### src/rtl/btb_assoc_if.sv
// rtl/btb_assoc_if.sv - fetch lookup and branch-resolution update bundle for btb_assoc
interface btb_assoc_if #(
    parameter int WIDTH = 16
);
    logic [WIDTH-1:0] fetch_pc;
    logic             hit;
    logic             predict_taken;
    logic [WIDTH-1:0] predicted_pc;
    logic             update_valid;
    logic [WIDTH-1:0] update_pc;
    logic [WIDTH-1:0] update_target;
    logic             update_taken;
    logic             flush;

    modport master (
        output fetch_pc, update_valid, update_pc, update_target, update_taken, flush,
        input  hit, predict_taken, predicted_pc
    );

    modport slave (
        input  fetch_pc, update_valid, update_pc, update_target, update_taken, flush,
        output hit, predict_taken, predicted_pc
    );
endinterface

### src/rtl/btb_assoc.sv
// rtl/btb_assoc.sv - 2-way set-associative BTB with saturating direction counters and per-set LRU
module btb_assoc #(
    parameter int WIDTH     = 16,
    parameter int SETS_LOG2 = 3,
    parameter int CTR_BITS  = 2
) (
    input  logic        clk,
    input  logic        reset,
    btb_assoc_if.slave  bus
);
    localparam int SETS = 1 << SETS_LOG2;
    localparam int TW   = WIDTH - SETS_LOG2 - 1;
    localparam logic [CTR_BITS-1:0] CTR_ONE  = 1;
    localparam logic [CTR_BITS-1:0] CTR_MAX  = '1;
    localparam logic [CTR_BITS-1:0] CTR_INIT = CTR_ONE << (CTR_BITS - 1);

    logic                r_valid  [2][SETS];
    logic [TW-1:0]       r_tag    [2][SETS];
    logic [WIDTH-1:0]    r_target [2][SETS];
    logic [CTR_BITS-1:0] r_ctr    [2][SETS];
    logic                r_lru    [SETS];

    logic [SETS_LOG2-1:0] w_f_idx, w_u_idx;
    logic [TW-1:0]        w_f_tag, w_u_tag;
    logic [1:0]           w_f_hit, w_u_hit;
    logic                 w_u_any_hit;
    logic                 w_u_way;
    logic                 w_unused;

    assign w_f_idx  = bus.fetch_pc[SETS_LOG2:1];
    assign w_f_tag  = bus.fetch_pc[WIDTH-1:SETS_LOG2+1];
    assign w_u_idx  = bus.update_pc[SETS_LOG2:1];
    assign w_u_tag  = bus.update_pc[WIDTH-1:SETS_LOG2+1];
    assign w_unused = bus.fetch_pc[0] ^ bus.update_pc[0];

    function automatic logic [CTR_BITS-1:0] ctr_next(input logic [CTR_BITS-1:0] c,
                                                     input logic tk);
        if (tk)
            return (c == CTR_MAX) ? c : c + CTR_ONE;
        else
            return (c == '0) ? c : c - CTR_ONE;
    endfunction

    always_comb begin
        for (int w = 0; w < 2; w++) begin
            w_f_hit[w] = r_valid[w][w_f_idx] && (r_tag[w][w_f_idx] == w_f_tag);
            w_u_hit[w] = r_valid[w][w_u_idx] && (r_tag[w][w_u_idx] == w_u_tag);
        end
    end

    always_comb begin
        bus.hit           = |w_f_hit;
        bus.predict_taken = 1'b0;
        bus.predicted_pc  = '0;
        if (w_f_hit[0]) begin
            bus.predict_taken = r_ctr[0][w_f_idx][CTR_BITS-1];
            bus.predicted_pc  = r_target[0][w_f_idx];
        end else if (w_f_hit[1]) begin
            bus.predict_taken = r_ctr[1][w_f_idx][CTR_BITS-1];
            bus.predicted_pc  = r_target[1][w_f_idx];
        end
    end

    // Hit way if present, otherwise the allocation victim: first invalid way, else LRU.
    always_comb begin
        w_u_any_hit = |w_u_hit;
        if (w_u_hit[0])
            w_u_way = 1'b0;
        else if (w_u_hit[1])
            w_u_way = 1'b1;
        else if (!r_valid[0][w_u_idx])
            w_u_way = 1'b0;
        else if (!r_valid[1][w_u_idx])
            w_u_way = 1'b1;
        else
            w_u_way = r_lru[w_u_idx];
    end

    always_ff @(posedge clk) begin
        if (reset || bus.flush) begin
            for (int s = 0; s < SETS; s++) begin
                r_valid[0][s] <= 1'b0;
                r_valid[1][s] <= 1'b0;
                r_lru[s]      <= 1'b0;
            end
        end else if (bus.update_valid) begin
            if (w_u_any_hit) begin
                r_target[w_u_way][w_u_idx] <= bus.update_target;
                r_ctr[w_u_way][w_u_idx]    <= ctr_next(r_ctr[w_u_way][w_u_idx], bus.update_taken);
                r_lru[w_u_idx]             <= ~w_u_way;
            end else if (bus.update_taken) begin
                r_valid[w_u_way][w_u_idx]  <= 1'b1;
                r_tag[w_u_way][w_u_idx]    <= w_u_tag;
                r_target[w_u_way][w_u_idx] <= bus.update_target;
                r_ctr[w_u_way][w_u_idx]    <= CTR_INIT;
                r_lru[w_u_idx]             <= ~w_u_way;
            end
        end
    end

    // A tag is never allocated twice in one set, so two matching ways means corrupted state.
    always_ff @(posedge clk) begin
        if (!reset) begin
            assert (!(w_f_hit[0] && w_f_hit[1]));
            assert (!(w_u_hit[0] && w_u_hit[1]));
        end
    end
endmodule

### src/flat_wrapper.sv
// flat-port wrapper written by rule: the top's interface ports become plain ports
module btb_assoc_flat 
#(
    parameter int WIDTH     = 16,
    parameter int SETS_LOG2 = 3,
    parameter int CTR_BITS  = 2
)
  (clk, reset, bus_fetch_pc, bus_update_valid, bus_update_pc, bus_update_target, bus_update_taken, bus_flush, bus_hit, bus_predict_taken, bus_predicted_pc);
  btb_assoc_if #(.WIDTH(WIDTH)) bus_i ();
  input  logic clk;
  input  logic reset;
  input wire logic [$bits(bus_i.fetch_pc)-1:0] bus_fetch_pc;
  input wire logic [$bits(bus_i.update_valid)-1:0] bus_update_valid;
  input wire logic [$bits(bus_i.update_pc)-1:0] bus_update_pc;
  input wire logic [$bits(bus_i.update_target)-1:0] bus_update_target;
  input wire logic [$bits(bus_i.update_taken)-1:0] bus_update_taken;
  input wire logic [$bits(bus_i.flush)-1:0] bus_flush;
  output wire logic [$bits(bus_i.hit)-1:0] bus_hit;
  output wire logic [$bits(bus_i.predict_taken)-1:0] bus_predict_taken;
  output wire logic [$bits(bus_i.predicted_pc)-1:0] bus_predicted_pc;
  assign bus_i.fetch_pc = bus_fetch_pc;
  assign bus_i.update_valid = bus_update_valid;
  assign bus_i.update_pc = bus_update_pc;
  assign bus_i.update_target = bus_update_target;
  assign bus_i.update_taken = bus_update_taken;
  assign bus_i.flush = bus_flush;
  assign bus_hit = bus_i.hit;
  assign bus_predict_taken = bus_i.predict_taken;
  assign bus_predicted_pc = bus_i.predicted_pc;
  btb_assoc #(.WIDTH(WIDTH), .SETS_LOG2(SETS_LOG2), .CTR_BITS(CTR_BITS)) u_core (.clk(clk), .reset(reset), .bus(bus_i));
endmodule
### config.mk
export PLATFORM = sky130hd
export DESIGN_NAME = btb_assoc_flat
export DESIGN_NICKNAME = d
export VERILOG_FILES = /design/src/rtl/btb_assoc_if.sv /design/src/rtl/btb_assoc.sv /design/src/flat_wrapper.sv
export SDC_FILE = /design/constraint.sdc
export NUM_CORES = 1
export LEC_CHECK = 0
export BUFFER_PORTS_ARGS = -buffer_cell sky130_fd_sc_hd__buf_2
export CORE_MARGIN = 5
export CORE_UTILIZATION = 60
export CTS_CLUSTER_SIZE = 24
export DETAILED_ROUTE_END_ITERATION = 8
export PLACE_DENSITY = 0.89
export SYNTH_ARGS = -nofsm -noshare
export SYNTH_HDL_FRONTEND = slang
export SYNTH_SLANG_ARGS = --single-unit
### constraint.sdc
create_clock -name clk -period 9.4 [get_ports clk]
set_clock_uncertainty 0.15 [all_clocks]
set_input_delay 1.41 -clock clk [delete_from_list [all_inputs] [get_ports clk]]
set_output_delay 1.41 -clock clk [all_outputs]
set_load 0.05 [all_outputs]
==> out/metrics.yaml <==
outcome:
  status: "finished, final reports clean"
cts:
  clk_latency_ns: 0.60
  post-cts-setup-buffers: 0
  cts.clk_slew.worst_paths_ns: 0.06
  ctsResizeCount: 0
  htree_levels: 2
  cts_tree: "yes"
  cts_inserted_buffers: 49
  cts_root_buf: "clkbuf_16"
  cts_buffer_depth: 3
  cts_sinks: 504
  cts_hold_buffers: 0
detailed_routing:
  top_layer_used: "met5"
  drt_iter0_markers: 1841
  drc_errors: 0
  viasPerCell: 7.15
  wl_per_cell_um: 30.6
  firstDrtPassIters: 5
  wl_met1_um: 19300
  via_count: 12900
  wl_met2_um: 27900
  wl_um: 55300
  ant_nets: 0
  wl_met3_um: 6200
floorplanning:
  io_pins: 71
  coreArea_um2: 36700
  fp-row-count: 70
  dieArea_um2: 41200
  die_w_um: 203
  die_h_um: 203
  start_util_pct: 60.9
placement:
  port_buffers: 68
  gp_congestion: 0.850
  dpl-instance-area_um2: 23300
  hpwl_um: 31300
layout:
  final_common_cell: "edfxtp_1"
  area_growth_pct: 11.0
  mostFrequentLayoutCells: "edfxtp_1, mux4_2, mux2i_1"
  final_nets: 1355
  final_area_um2: 24800
  post_route_cells_drive_above_1_share_pct: 26.9
  fillCellCount: 2185
setup_path:
  crit_fanout: 67
  crit_path_top_delay_cell: "buf_4"
  slowest_delay_ns: 0.89
  required_ns: 7.84
  cp-start-kind: "primary input"
  crit_type: "primary input to output port"
  worstPathArrival_ns: 5.18
  r2r-start: "u_core.r_tag[1][10]"
  path_common_cell: "buf_4"
  cp-startpoint: "bus_fetch_pc[2]"
  crit_chain: "buf_4 -> buf_4 -> mux4_2 -> mux2i_1 -> xnor2_1 -> nor3_1 -> nand4_1 -> buf_4 -> nor2_1 -> a21o_1 -> buf_2"
  cp-end-kind: "output port"
synth:
  synth_top_area_share_pct: 65.5
  synth.avg_cell_area_um2: 18.3
  ys_seq_area_share_pct: 67.0
  ys_seq_elements: 504
  synth_warnings: 0
  synth-async-reset-ratio_pct: 0
  synth_edf_count: 488
  yosys.cell_types.count: 64
  synthFlopType: "edfxtp_1"
  syn_inst: 1222
  synth.area.top_cells: "edfxtp_1, mux4_2, mux2i_1"
  synth_top_cell_by_area: "edfxtp_1"
  syn-cell-area_um2: 22400
  syn-num-nets: 1275
worst_hold_path:
  hp-class: "flop to flop"
  hp-start: "u_core.r_valid[0][4]"
run:
  maxCapViolCount: 0
pwr:
  total_power_uw: 4660
  vdd_drop_max_v: 0.000175
  p_leak_uw: 0.00831
  cellPowerDensity_nw_per_um2: 188
sta:
  tns_ns: 0
  rsz0062_at_grt: "false"
  post-route-period-util_pct: 71.7
  hold_violations: 0
  fmax_ghz: 0.148
  period_needed_ns: 6.74
  slew_viol_final: 0
  worst_pin_slew_ns: 1.35
  finalSetupViolations: 0
  slew_headroom_pct: 9.96
global_route:
  grt_use_total_pct: 26.9
  grt_max_degree: 73
  antenna_found_initial: 2
  grt_pass1_wl_um: 82800
  grt-ovfl-total: 0
  first_global_vias: 13100
-- cells in the mapped netlist (4+ instances only) --
cell / count
a21boi_1: 8
a21o_1: 19
a21oi_1: 6
a221oi_1: 19
a22o_1: 7
a22oi_1: 21
a32o_1: 16
and3_1: 9
buf_1: 4
buf_2: 27
buf_4: 12
buf_6: 12
clkbuf_1: 27
dfxtp_1: 16
edfxtp_1: 488
maj3_1: 4
mux2_2: 12
mux2i_1: 108
mux4_2: 137
nand2_1: 33
nand3_1: 10
nand3b_1: 6
nand4_1: 6
nor2_1: 44
nor2b_1: 6
nor3_1: 22
nor3_2: 11
nor4_1: 12
nor4_2: 5
o21ai_0: 11
o21ai_1: 8
o22ai_1: 5
or3_1: 6
xnor2_1: 36
xor2_1: 9
-- cells by family (layout without fill, tap and decap cells) --
family	after synthesis	after routing	share of synthesized area, %
other	0	1	0
AOI/OAI and AO/OA	143	143	5.05
buffers and inverters	85	204	2.18
muxes	258	258	19.3
DFF	504	504	67.0
xor gates and xnor gates	45	45	1.76
and+or+nand+nor	183	183	4.56
adders and majority gates	4	4	0.179
-- cell type report --
| type | count | area (um^2) | share of cell area [%] |
|---|---|---|---|
| Timing Repair Buffer | 111 | 679 | 2.74 |
| Inverter | 3 | 11.3 | 0.0454 |
| Clock inverter | 30 | 260 | 1.05 |
| Multi-Input combinational cell | 633 | 7040 | 28.4 |
| Antenna cell | 1 | 2.50 | 0.0101 |
| Sequential cell | 504 | 15000 | 60.3 |
| Tap cell | 468 | 586 | 2.36 |
| Clock buffer | 60 | 1270 | 5.11 |
-- path summary, 6_finish.rpt --
check	end	slack [ns]	cells after the start
max reg2reg	u_core.r_tag[1][6]	5.02	8
max	bus_predicted_pc[0]	2.66	11
min reg2reg	u_core.r_valid[0][4]	0.35	1
min	u_core.r_valid[0][4]	0.35	1
-- through the flow --
stage,utilization (%),hold WS (ns),cells,worst slack [ns]
2_1_floorplan,-,0.303,1222,3.75
4_1_cts,67.6,0.344,1809,2.72
3_3_place_gp,63.5,0.315,1719,2.84
5_1_grt,67.6,0.373,1809,2.62
6_report,67.6,0.350,1810,2.66
3_5_place_dp,63.5,0.330,1719,2.79
-- critical path, delay by kind of cell --
kind            cells  cell delay, ns
buf+inv             4            2.11
mux                 2            0.77
simple gates        3            0.53
compound gates      1            0.15
xor+xnor            1            0.11
-- power breakdown --
part	internal [uW]	switching [uW]	leakage, uW	total (uW)
Combinational	121	188	0.00304	308
Clock	1050	824	0.000735	1870
Sequential	2470	3.52	0.00453	2480
Total	3640	1020	0.00831	4660
-- sequential cells by signal, summed over array words and instances, names as in the netlist --
signal and count:
u_core.r_valid 16, u_core.r_target 256, u_core.r_tag 192, u_core.r_ctr 32, u_core.r_lru 8
-- per-layer routing --
| metal | vias up | GRT usage [%] |
|---|---|---|
| met1 | 6571 | 35.8 |
| met4 | 2 | 9.88 |
| met5 | - | 0 |
| met2 | 973 | 44.6 |
| li1 | 5234 | - |
| met3 | 163 | 5.88 |
No activity file was read; power rests on OpenSTA's default activity.
